--- src/rtl/super_mode_sequencer_if.sv ---
// Mode-sequencer request/status bundle.
// master drives the requests, slave is the sequencer.
interface super_mode_sequencer_if;
  logic       btn_turbo_toggle;
  logic       btn_reset_req;
  logic       sw_turbo_we;
  logic       sw_turbo_val;
  logic       sw_reset_req;
  logic       wdt_reset_req;
  logic       safe_mode;
  logic       quiesce_ack;
  logic       quiesce_req;
  logic       cpu_reset;
  logic       turbo_enabled;
  logic [1:0] reset_cause;
  logic       busy;

  modport master (
    output btn_turbo_toggle, btn_reset_req,
    output sw_turbo_we, sw_turbo_val,
    output sw_reset_req, wdt_reset_req,
    output safe_mode, quiesce_ack,
    input  quiesce_req, cpu_reset,
    input  turbo_enabled, reset_cause, busy
  );

  modport slave (
    input  btn_turbo_toggle, btn_reset_req,
    input  sw_turbo_we, sw_turbo_val,
    input  sw_reset_req, wdt_reset_req,
    input  safe_mode, quiesce_ack,
    output quiesce_req, cpu_reset,
    output turbo_enabled, reset_cause, busy
  );
endinterface

--- src/rtl/super_mode_sequencer.sv ---
// System mode sequencer: arbitrates reset and turbo changes
// behind a bus-quiesce handshake.
module super_mode_sequencer #(
  parameter int RESET_CYCLES    = 16,
  parameter int HOLDOFF_CYCLES  = 64,
  parameter int QUIESCE_TIMEOUT = 1024,
  parameter bit TURBO_DEFAULT   = 1'b1
) (
  input logic clk,
  input logic rst,
  super_mode_sequencer_if.slave bus
);

  localparam int M1 = (RESET_CYCLES > HOLDOFF_CYCLES)
                      ? RESET_CYCLES : HOLDOFF_CYCLES;
  localparam int MAXC = (M1 > QUIESCE_TIMEOUT)
                        ? M1 : QUIESCE_TIMEOUT;
  localparam int CW = $clog2(MAXC);
  localparam logic [CW-1:0] RA_END = CW'(RESET_CYCLES - 1);
  localparam logic [CW-1:0] RH_END = CW'(HOLDOFF_CYCLES - 1);
  localparam logic [CW-1:0] Q_END  = CW'(QUIESCE_TIMEOUT - 1);

  typedef enum logic [2:0] {
    IDLE, RQ, RA, RH, TQ, TS
  } state_t;

  state_t      state, state_n;
  logic [CW-1:0] cnt, cnt_n;
  logic        turbo, turbo_n;
  logic [1:0]  cause, cause_n;
  logic        rst_pend, rst_pend_n;
  logic [1:0]  pcause, pcause_n;
  logic        trb_pend, trb_pend_n;
  logic        target, target_n;

  logic        rst_in, rst_any;
  logic [1:0]  cause_in, cause_any;
  logic        trb_in, trb_any, trb_ok;
  logic        tgt_base, tgt_in, tgt_any;

  assign rst_in = bus.wdt_reset_req | bus.sw_reset_req
                | bus.btn_reset_req;
  assign cause_in = bus.wdt_reset_req ? 2'b11 :
                    bus.sw_reset_req  ? 2'b10 : 2'b01;
  assign rst_any = rst_pend | rst_in;
  // a latched cause only survives if it outranks a new one
  assign cause_any = (rst_pend && (!rst_in || pcause > cause_in))
                     ? pcause : cause_in;

  assign tgt_base = trb_pend ? target : turbo;
  assign trb_in   = bus.sw_turbo_we | bus.btn_turbo_toggle;
  assign tgt_in   = bus.sw_turbo_we ? bus.sw_turbo_val : ~tgt_base;
  assign trb_any  = trb_pend | trb_in;
  assign tgt_any  = trb_in ? tgt_in : target;
  assign trb_ok   = trb_any & ~(bus.safe_mode & tgt_any);

  always_comb begin
    state_n    = state;
    turbo_n    = turbo & ~bus.safe_mode;
    cause_n    = cause;
    rst_pend_n = rst_pend;
    pcause_n   = pcause;
    trb_pend_n = trb_pend;
    target_n   = target;
    unique case (state)
      IDLE: begin
        if (rst_any) begin
          state_n    = RQ;
          cause_n    = cause_any;
          rst_pend_n = 1'b0;
          trb_pend_n = 1'b0;
        end else if (trb_ok && tgt_any != turbo) begin
          state_n    = TQ;
          trb_pend_n = 1'b1;
          target_n   = tgt_any;
        end else begin
          trb_pend_n = 1'b0;
        end
      end
      RQ: begin
        trb_pend_n = 1'b0;
        rst_pend_n = 1'b0;
        if (bus.quiesce_ack || cnt == Q_END) state_n = RA;
      end
      TQ: begin
        if (rst_in) begin
          state_n    = RQ;
          cause_n    = cause_in;
          trb_pend_n = 1'b0;
        end else begin
          if (trb_in) begin
            trb_pend_n = 1'b1;
            target_n   = tgt_in;
          end
          if (bus.quiesce_ack) begin
            state_n = TS;
          end else if (cnt == Q_END) begin
            state_n    = IDLE;
            trb_pend_n = 1'b0;
          end
        end
      end
      RA: begin
        trb_pend_n = 1'b0;
        rst_pend_n = 1'b0;
        if (cnt == RA_END) begin
          state_n = RH;
          turbo_n = TURBO_DEFAULT & ~bus.safe_mode;
        end
      end
      RH: begin
        trb_pend_n = 1'b0;
        rst_pend_n = 1'b0;
        if (cnt == RH_END) state_n = IDLE;
      end
      TS: begin
        state_n    = IDLE;
        turbo_n    = target & ~bus.safe_mode;
        trb_pend_n = trb_in;
        if (trb_in) target_n = tgt_in;
        if (rst_in) begin
          rst_pend_n = 1'b1;
          pcause_n   = cause_in;
        end
      end
      default: state_n = IDLE;
    endcase
    if (bus.safe_mode && target_n) trb_pend_n = 1'b0;
  end

  always_comb begin
    cnt_n = cnt;
    if (state_n != state) cnt_n = '0;
    else if (cnt != '1)   cnt_n = cnt + CW'(1);
  end

  always_ff @(posedge clk or posedge rst) begin
    if (rst) begin
      state    <= RA;
      cnt      <= '0;
      turbo    <= 1'b0;
      cause    <= 2'b00;
      rst_pend <= 1'b0;
      pcause   <= 2'b00;
      trb_pend <= 1'b0;
      target   <= 1'b0;
    end else begin
      state    <= state_n;
      cnt      <= cnt_n;
      turbo    <= turbo_n;
      cause    <= cause_n;
      rst_pend <= rst_pend_n;
      pcause   <= pcause_n;
      trb_pend <= trb_pend_n;
      target   <= target_n;
    end
  end

  assign bus.quiesce_req   = (state == RQ) || (state == TQ);
  assign bus.cpu_reset     = (state == RA);
  assign bus.busy          = (state != IDLE);
  assign bus.turbo_enabled = turbo;
  assign bus.reset_cause   = cause;

endmodule

--- src/flat_wrapper.sv ---
// flat-port wrapper written by rule: the top's interface ports become plain ports
module super_mode_sequencer_flat 
#(
  parameter int RESET_CYCLES    = 16,
  parameter int HOLDOFF_CYCLES  = 64,
  parameter int QUIESCE_TIMEOUT = 1024,
  parameter bit TURBO_DEFAULT   = 1'b1
)
  (clk, rst, bus_btn_turbo_toggle, bus_btn_reset_req, bus_sw_turbo_we, bus_sw_turbo_val, bus_sw_reset_req, bus_wdt_reset_req, bus_safe_mode, bus_quiesce_ack, bus_quiesce_req, bus_cpu_reset, bus_turbo_enabled, bus_reset_cause, bus_busy);
  super_mode_sequencer_if bus_i ();
  input logic clk;
  input logic rst;
  input wire logic [$bits(bus_i.btn_turbo_toggle)-1:0] bus_btn_turbo_toggle;
  input wire logic [$bits(bus_i.btn_reset_req)-1:0] bus_btn_reset_req;
  input wire logic [$bits(bus_i.sw_turbo_we)-1:0] bus_sw_turbo_we;
  input wire logic [$bits(bus_i.sw_turbo_val)-1:0] bus_sw_turbo_val;
  input wire logic [$bits(bus_i.sw_reset_req)-1:0] bus_sw_reset_req;
  input wire logic [$bits(bus_i.wdt_reset_req)-1:0] bus_wdt_reset_req;
  input wire logic [$bits(bus_i.safe_mode)-1:0] bus_safe_mode;
  input wire logic [$bits(bus_i.quiesce_ack)-1:0] bus_quiesce_ack;
  output wire logic [$bits(bus_i.quiesce_req)-1:0] bus_quiesce_req;
  output wire logic [$bits(bus_i.cpu_reset)-1:0] bus_cpu_reset;
  output wire logic [$bits(bus_i.turbo_enabled)-1:0] bus_turbo_enabled;
  output wire logic [$bits(bus_i.reset_cause)-1:0] bus_reset_cause;
  output wire logic [$bits(bus_i.busy)-1:0] bus_busy;
  assign bus_i.btn_turbo_toggle = bus_btn_turbo_toggle;
  assign bus_i.btn_reset_req = bus_btn_reset_req;
  assign bus_i.sw_turbo_we = bus_sw_turbo_we;
  assign bus_i.sw_turbo_val = bus_sw_turbo_val;
  assign bus_i.sw_reset_req = bus_sw_reset_req;
  assign bus_i.wdt_reset_req = bus_wdt_reset_req;
  assign bus_i.safe_mode = bus_safe_mode;
  assign bus_i.quiesce_ack = bus_quiesce_ack;
  assign bus_quiesce_req = bus_i.quiesce_req;
  assign bus_cpu_reset = bus_i.cpu_reset;
  assign bus_turbo_enabled = bus_i.turbo_enabled;
  assign bus_reset_cause = bus_i.reset_cause;
  assign bus_busy = bus_i.busy;
  super_mode_sequencer #(.RESET_CYCLES(RESET_CYCLES), .HOLDOFF_CYCLES(HOLDOFF_CYCLES), .QUIESCE_TIMEOUT(QUIESCE_TIMEOUT), .TURBO_DEFAULT(TURBO_DEFAULT)) u_core (.clk(clk), .rst(rst), .bus(bus_i));
endmodule
--- config.mk ---
export PLATFORM = sky130hd
export DESIGN_NAME = super_mode_sequencer_flat
export DESIGN_NICKNAME = d
export VERILOG_FILES = /design/src/rtl/super_mode_sequencer_if.sv /design/src/rtl/super_mode_sequencer.sv /design/src/flat_wrapper.sv
export SDC_FILE = /design/constraint.sdc
export NUM_CORES = 1
export LEC_CHECK = 0
export ABC_AREA = 1
export ABC_CLOCK_PERIOD_IN_PS = 2110
export BUFFER_PORTS_ARGS = -buffer_cell sky130_fd_sc_hd__buf_2
export CAP_MARGIN = 0
export CELL_PAD_IN_SITES_DETAIL_PLACEMENT = 0
export CELL_PAD_IN_SITES_GLOBAL_PLACEMENT = 1
export CORE_ASPECT_RATIO = 1.1
export CORE_MARGIN = 4
export CORE_UTILIZATION = 31
export CTS_CLUSTER_DIAMETER = 40
export DETAILED_ROUTE_END_ITERATION = 8
export PLACE_DENSITY_LB_ADDON = 0.15
export SETUP_SLACK_MARGIN = 0.1
export SLEW_MARGIN = 25
export SYNTH_ARGS = -nofsm -noshare
export SYNTH_HDL_FRONTEND = slang
export SYNTH_SLANG_ARGS = --single-unit
--- constraint.sdc ---
create_clock -name clk -period 2.11 [get_ports clk]
set_clock_uncertainty 0.05 [all_clocks]
set_input_delay 0.1055 -clock clk [delete_from_list [all_inputs] [get_ports clk]]
set_output_delay 0.1055 -clock clk [all_outputs]
set_load 0.02 [all_outputs]
==> results.md, run 1 <==
- Root buffer cell: clkbuf_8
- P&R area growth vs syn: 18.6%
- Switch share: 0.458
- Clk pwr share: 0.163
- Post-synthesis cell area: 1440 um2
- Worst min path class: input pin to flop
- Post-place setup slack: 0.144 ns
- Worst-path clk slew: 0.09 ns
- Routed Antenna Nets: 0
- GP Congestion: 0.851
- Detailed placement HPWL: 2650 um
- Met2 routed WL: 1600 um
- DR pass1 iterations: 4
- PortBufs: 15
- P_sw: 774 uW
- Synth cell types: 25
- Worst-case vdd ir drop: 0.301 mV
- Initial DRC count: 35
- Total GRT Usage: 0.130
- Setup TNS: 0 ns
- FMAX: 545 MHz
- Nets: 238
- Gate power share: 0.485
- Io pins: 16
- Max cap viols: 0
- Worst setup margin: 0.276 ns
- First-pass GRT wire length: 5840 um
- Starting Density: 0.328
- DRC: 0
- Vias per Instance: 4.61
- Cell-internal power: 918 uW
- Die extent in y: 79.4 um
- Critical Path End Type: flop
- Antenna fix cells: 0
- Critical Path Source Type: flop
- #FFs+latches synth: 21
- Ys flop type: dfrtp_1
- Final Hold Viols: 0
- Final Slew Violations: 0
- EDFF count, synth: 0
- CTS sink cnt: 21
- DR vias: 1282
- Worst-Skew Late Latency: 0.27 ns
- CP required: 2.21 ns
- Chip width: 72.9 um
- P_leak: 0.874 nW
- Final setup viols: 0
- H-tree Lvls: 1
- Num CTS Buffers: 3
- Gate Count Post-Synth: 199
- Avg Cell Area, Syn: 7.22 um2
- Worst Reg-to-Reg Cells: 10
- Flop pwr share: 0.351
- Core region area: 4380 um2
- Die area: 5790 um2
- Initial antenna violation count: 0
- Pwr/cell area: 993 nW/um2
- GRT Residual Overflow: 0
- Clock Path Buffers: 2
- Final non-filler cell area: 1700 um2
- CTS tree: done
- DRT Wirelength: 3380 um
- Status: complete, no violations
- Async SR Flop Fraction: 1.00
- Critical Path Fanout Max: 10
- Syn Nets: 212
- WL met1: 1600 um
- Min Clock Period, post-route: 1.83 ns
- Post-layout util: 0.389
- Metal3 WL: 114 um
- DR top layer: met4
- Share of post-route cells with drive strength above 1: 0.263
- Final worst path period share: 0.869
- Slew margin rel.: 0.418
- Area post-placement: 1570 um2
- Worst Tran Pin Value: 0.872 ns
- WS Path Type: flop to flop
- RSZ-0062 raised after global routing: no
- Vias in the first global route: 1258
- Seq/Total Area, Yosys: 0.367
- Worst Hold Path Cells: 3
- WP data arrival: 1.94 ns
- Largest net degree at the start of global routing: 22
- Yosys warns: 0
- Num rows: 25
- Routed len/inst: 12.2 um
## critical path, cell delays in order (launching register included)
cell and delay [ns]:
dfrtp_1 0.40, ha_1 0.20, nand2_2 0.10, nor3_4 0.25
nand2_4 0.11, o21ai_4 0.17, nand2_1 0.06, nand2_1 0.11
nor2_4 0.06, nand2_4 0.16, nor2_2 0.05
## flip-flops by register name, indices dropped and copies added, names as in the netlist
name                      count
u_core.trb_pend               1
u_core.pcause                 2
u_core.bus.reset_cause        2
u_core.state                  3
u_core.rst_pend               1
u_core.bus.turbo_enabled      1
u_core.target                 1
u_core.cnt                   10
## placed cells by master (no fill, tap or decap), types with 3 or more instances in the layout
master / count
nor2_4: 3
o21ai_0: 13
nor2_2: 14
inv_1: 36
nand3_1: 14
buf_4: 5
clkbuf_8: 3
dfrtp_1: 19
nand2_1: 41
xnor2_1: 3
buf_2: 15
nand3_2: 3
ha_1: 3
nand4_1: 4
nor2_1: 17
a21oi_1: 8
nand2_2: 4
nand2_4: 3
## cells in the mapped netlist, types with 4 or more instances
library cell   n  area (um2)
nand2_2        4        25.0
nand4_1        4        25.0
nor2_2        12        75.1
nand2_1       41         154
o21ai_0       13        65.1
a21oi_1        8        40.0
nor2_1        20        75.1
nand3_1       14        70.1
dfrtp_1       20         500
inv_1         36         135
## layout make-up
class                           count  area, um2
Timing Repair Buffer               22        133
Fill cell                         472       2680
Sequential cell                    21        528
Multi-Input combinational cell    140        791
Tap cell                           54       67.6
Inverter                           37        139
Clock inverter                      1       5.00
Clock buffer                        3       41.3
## cells by family (layout without fill, tap and decap cells)
kind of cell	count (synthesis)	count (layout)	share of synthesized area
adders and majority gates	3	3	0.0261
buffers and inverters	38	63	0.100
AOI/OAI and AO/OA	24	24	0.0906
and+or+nand+nor	107	107	0.377
xor gates and xnor gates	4	4	0.0244
muxes	2	2	0.0148
DFF	21	21	0.367
## timing repair
item,4_1_cts,5_1_grt
setup endpoints to repair,0,11
hold buffers,2,0
buffers inserted,0,5
hold endpoints to repair,21,0
resized for setup,0,7
## final timing paths
kind | slack (ns) | startpoint | end
setup / recovery | 0.28 | u_core.cnt[1]$_DFFE_PP0P_ | u_core.cnt[4]$_DFFE_PP0P_
hold / removal | 0.09 | bus_quiesce_ack | u_core.state[2]$_DFF_PP0_
setup reg to reg | 0.28 | u_core.cnt[1]$_DFFE_PP0P_ | u_core.cnt[4]$_DFFE_PP0P_
hold reg to reg | 0.43 | u_core.bus.reset_cause[0]$_DFFE_PP0P_ | u_core.bus.reset_cause[0]$_DFFE_PP0P_
max in group asynchronous | 0.90 | rst | u_core.state[2]$_DFF_PP0_
min in group asynchronous | 0.50 | rst | u_core.bus.reset_cause[0]$_DFFE_PP0P_
## metal layers
layer  track usage  vias up
li1              -      670
met3        0.0202        5
met5             0        -
met2         0.221       18
met4        0.0498        0
met1         0.163      589
## metrics by stage
step | instances | hold slack [ns] | total power [mW]
3_3_place_gp | 267 | 0.263 | 1.37
6_report | 278 | 0.0908 | 1.69
4_1_cts | 273 | 0.0850 | 1.68
2_1_floorplan | 199 | 0.0313 | 1.19
5_1_grt | 278 | 0.0979 | 1.84
3_5_place_dp | 267 | 0.257 | 1.40
## power groups by stage
stage / Clock, mW / Sequential (mW) / Combinational (mW)
6_report: 0.276 / 0.595 / 0.821
3_5_place_dp: 0 / 0.596 / 0.799
5_1_grt: 0.302 / 0.611 / 0.925
2_1_floorplan: 0 / 0.600 / 0.592
4_1_cts: 0.285 / 0.588 / 0.806
3_3_place_gp: 0 / 0.591 / 0.782
Note: power is estimated with default switching activity, not from simulation.
==> inputs of run 2 (changes only) <==
==> constraint.sdc (replaced) <==
create_clock -name clk -period 2.11 [get_ports clk]
set_clock_uncertainty 0.05 [all_clocks]
set_input_delay 0.211 -clock clk [delete_from_list [all_inputs] [get_ports clk]]
set_output_delay 0.211 -clock clk [all_outputs]
set_load 0.02 [all_outputs]
==> results.md, run 2 (synthesis gave the netlist of run 1 again) <==
- CP required: 2.22 ns
- Detailed placement HPWL: 2650 um
- Io pins: 16
- Most Used Layer, Global Route: met2
- GP Congestion: 0.851
- Die extent in y: 79.4 um
- Met1 Use GR: 0.163
- Worst-case vdd ir drop: 0.301 mV
- Clock Path Buffers: 2
- Routed len/inst: 12.3 um
- Worst-Skew Late Latency: 0.27 ns
- Met2 Track Usage GR: 0.220
- Final worst path period share: 0.869
- Max cap viols: 0
- H-tree Lvls: 1
- Slew margin rel.: 0.423
- Final instance count without filler cells: 276
- Critical Path End Type: flop
- Placed Cells: 267
- Final Total Pwr: 1.69 mW
- Setup TNS: 0 ns
- P&R area growth vs syn: 17.2%
- CTS tree: done
- Delay-heaviest family, CP: simple AND/OR/NAND/NOR gates
- Critical Path Fanout Max: 10
- Root buffer cell: clkbuf_8
- Total GRT Usage: 0.130
- Multi-input gate area: 791 um2
- Num rows: 25
- Top reg by flops: u_core.cnt
- DR pass1 iterations: 4
- Storage cell area: 528 um2
- DRC: 0
- Final Hold Viols: 0
- Die area: 5790 um2
- GR Util met3: 0.0202
- Vias per Instance: 4.62
- Worst Tran Pin Value: 0.864 ns
- Final Slew Violations: 0
- WS Path Type: flop to flop
- Routed Antenna Nets: 0
- WP data arrival: 1.94 ns
- RSZ-0062 raised after global routing: no
- GRT Residual Overflow: 0
- Chip width: 72.9 um
- Vias in the first global route: 1250
- Starting Density: 0.328
- CP Cell Sequence: ha_1, nand2_2, nor3_4, nand2_4, o21ai_4, nand2_1, nand2_1, nor2_4, nand2_4, nor2_2
- FMAX: 545 MHz
- Slowest CP cell: dfrtp_1
- Largest register FFs: 10
- First-pass GRT wire length: 5830 um
- Min Clock Period, post-route: 1.83 ns
- Status: complete, no violations
- PortBufs: 15
- Worst-path clk slew: 0.08 ns
- Worst min path class: input pin to asynchronous set/reset pin
- # fillers: 472
- Buf/Inv on CP: 0
- DRT Wirelength: 3390 um
- Critical Path Source Type: flop
- Most frequent cells in the layout: 41 x nand2_1, 36 x inv_1, 19 x dfrtp_1, 17 x nor2_1, 15 x buf_2
- Most common cell after layout, fill and taps aside: nand2_1
- DR vias: 1275
- Initial DRC count: 39
- Share of post-route cells with drive strength above 1: 0.266
- Nets: 236
- Slowest stage delay, CP: 0.40 ns
- Final setup viols: 0
- Antenna fix cells: 0
- Largest regs: u_core.cnt: 10 flops, u_core.state: 3 flops
- Largest net degree at the start of global routing: 22
- Core region area: 4380 um2
- Num CTS Buffers: 3
- P_leak: 0.866 nW
- Initial antenna violation count: 0
- CTS sink cnt: 21
- Post-layout util: 0.385
- Pwr/cell area: 1000 nW/um2
## run 2: worst paths after layout
| path | startpoint | end | slack [ns] | depth (start not counted) |
|---|---|---|---|---|
| max | u_core.cnt[1]$_DFFE_PP0P_ | u_core.cnt[4]$_DFFE_PP0P_ | 0.28 | 10 |
| min | rst | u_core.bus.reset_cause[0]$_DFFE_PP0P_ | 0.05 | 2 |
| max reg2reg | u_core.cnt[1]$_DFFE_PP0P_ | u_core.cnt[4]$_DFFE_PP0P_ | 0.28 | 10 |
| min reg2reg | u_core.bus.reset_cause[0]$_DFFE_PP0P_ | u_core.bus.reset_cause[0]$_DFFE_PP0P_ | 0.43 | 2 |
| max in group asynchronous | rst | u_core.state[2]$_DFF_PP0_ | 1.36 | 2 |
| min in group clk | bus_safe_mode | u_core.bus.turbo_enabled$_DFF_PP0_ | 0.08 | 2 |
## run 2: where the power goes
group | total [mW] | leakage (nW) | internal, mW | switching [mW]
logic | 0.819 | 0.570 | 0.281 | 0.538
registers | 0.594 | 0.270 | 0.503 | 0.0915
clock network | 0.278 | 0.0255 | 0.132 | 0.146
total | 1.69 | 0.866 | 0.916 | 0.776
## run 2: repair_timing
item | 4_1_cts | 5_1_grt
setup endpoints to repair | 0 | 11
buffers inserted | 0 | 5
resized for setup | 0 | 7
hold buffers | 0 | 0
## run 2: layout make-up
cell class                      count  area share
Inverter                           37      0.0825
Clock inverter                      1     0.00297
Timing Repair Buffer               20      0.0669
Multi-Input combinational cell    140       0.470
Tap cell                           54      0.0401
Clock buffer                        3      0.0245
Sequential cell                    21       0.314
## run 2: routing by layer
metal  wire length [um]  part of all wire
met4                 63             0.019
met3                114             0.034
met2               1610              0.47
met5                  0                 0
met1               1600              0.47
## run 2: worst register-to-register path: stages, from the launching register on
cell     delay (ns)
dfrtp_1        0.40
ha_1           0.20
nand2_2        0.10
nor3_4         0.25
nand2_4        0.11
o21ai_4        0.17
nand2_1        0.07
nand2_1        0.11
nor2_4         0.06
nand2_4        0.16
nor2_2         0.05
## run 2: per-stage QoR
stage	instance area, um2	worst slack, ns	hold slack (ns)
detailed placement	1570	0.144	0.363
global route	1680	0.102	0.0809
finish	1680	0.275	0.0524
CTS	1620	0.112	0.0823
global placement	1570	0.168	0.368
floorplan	1440	0.119	0.137
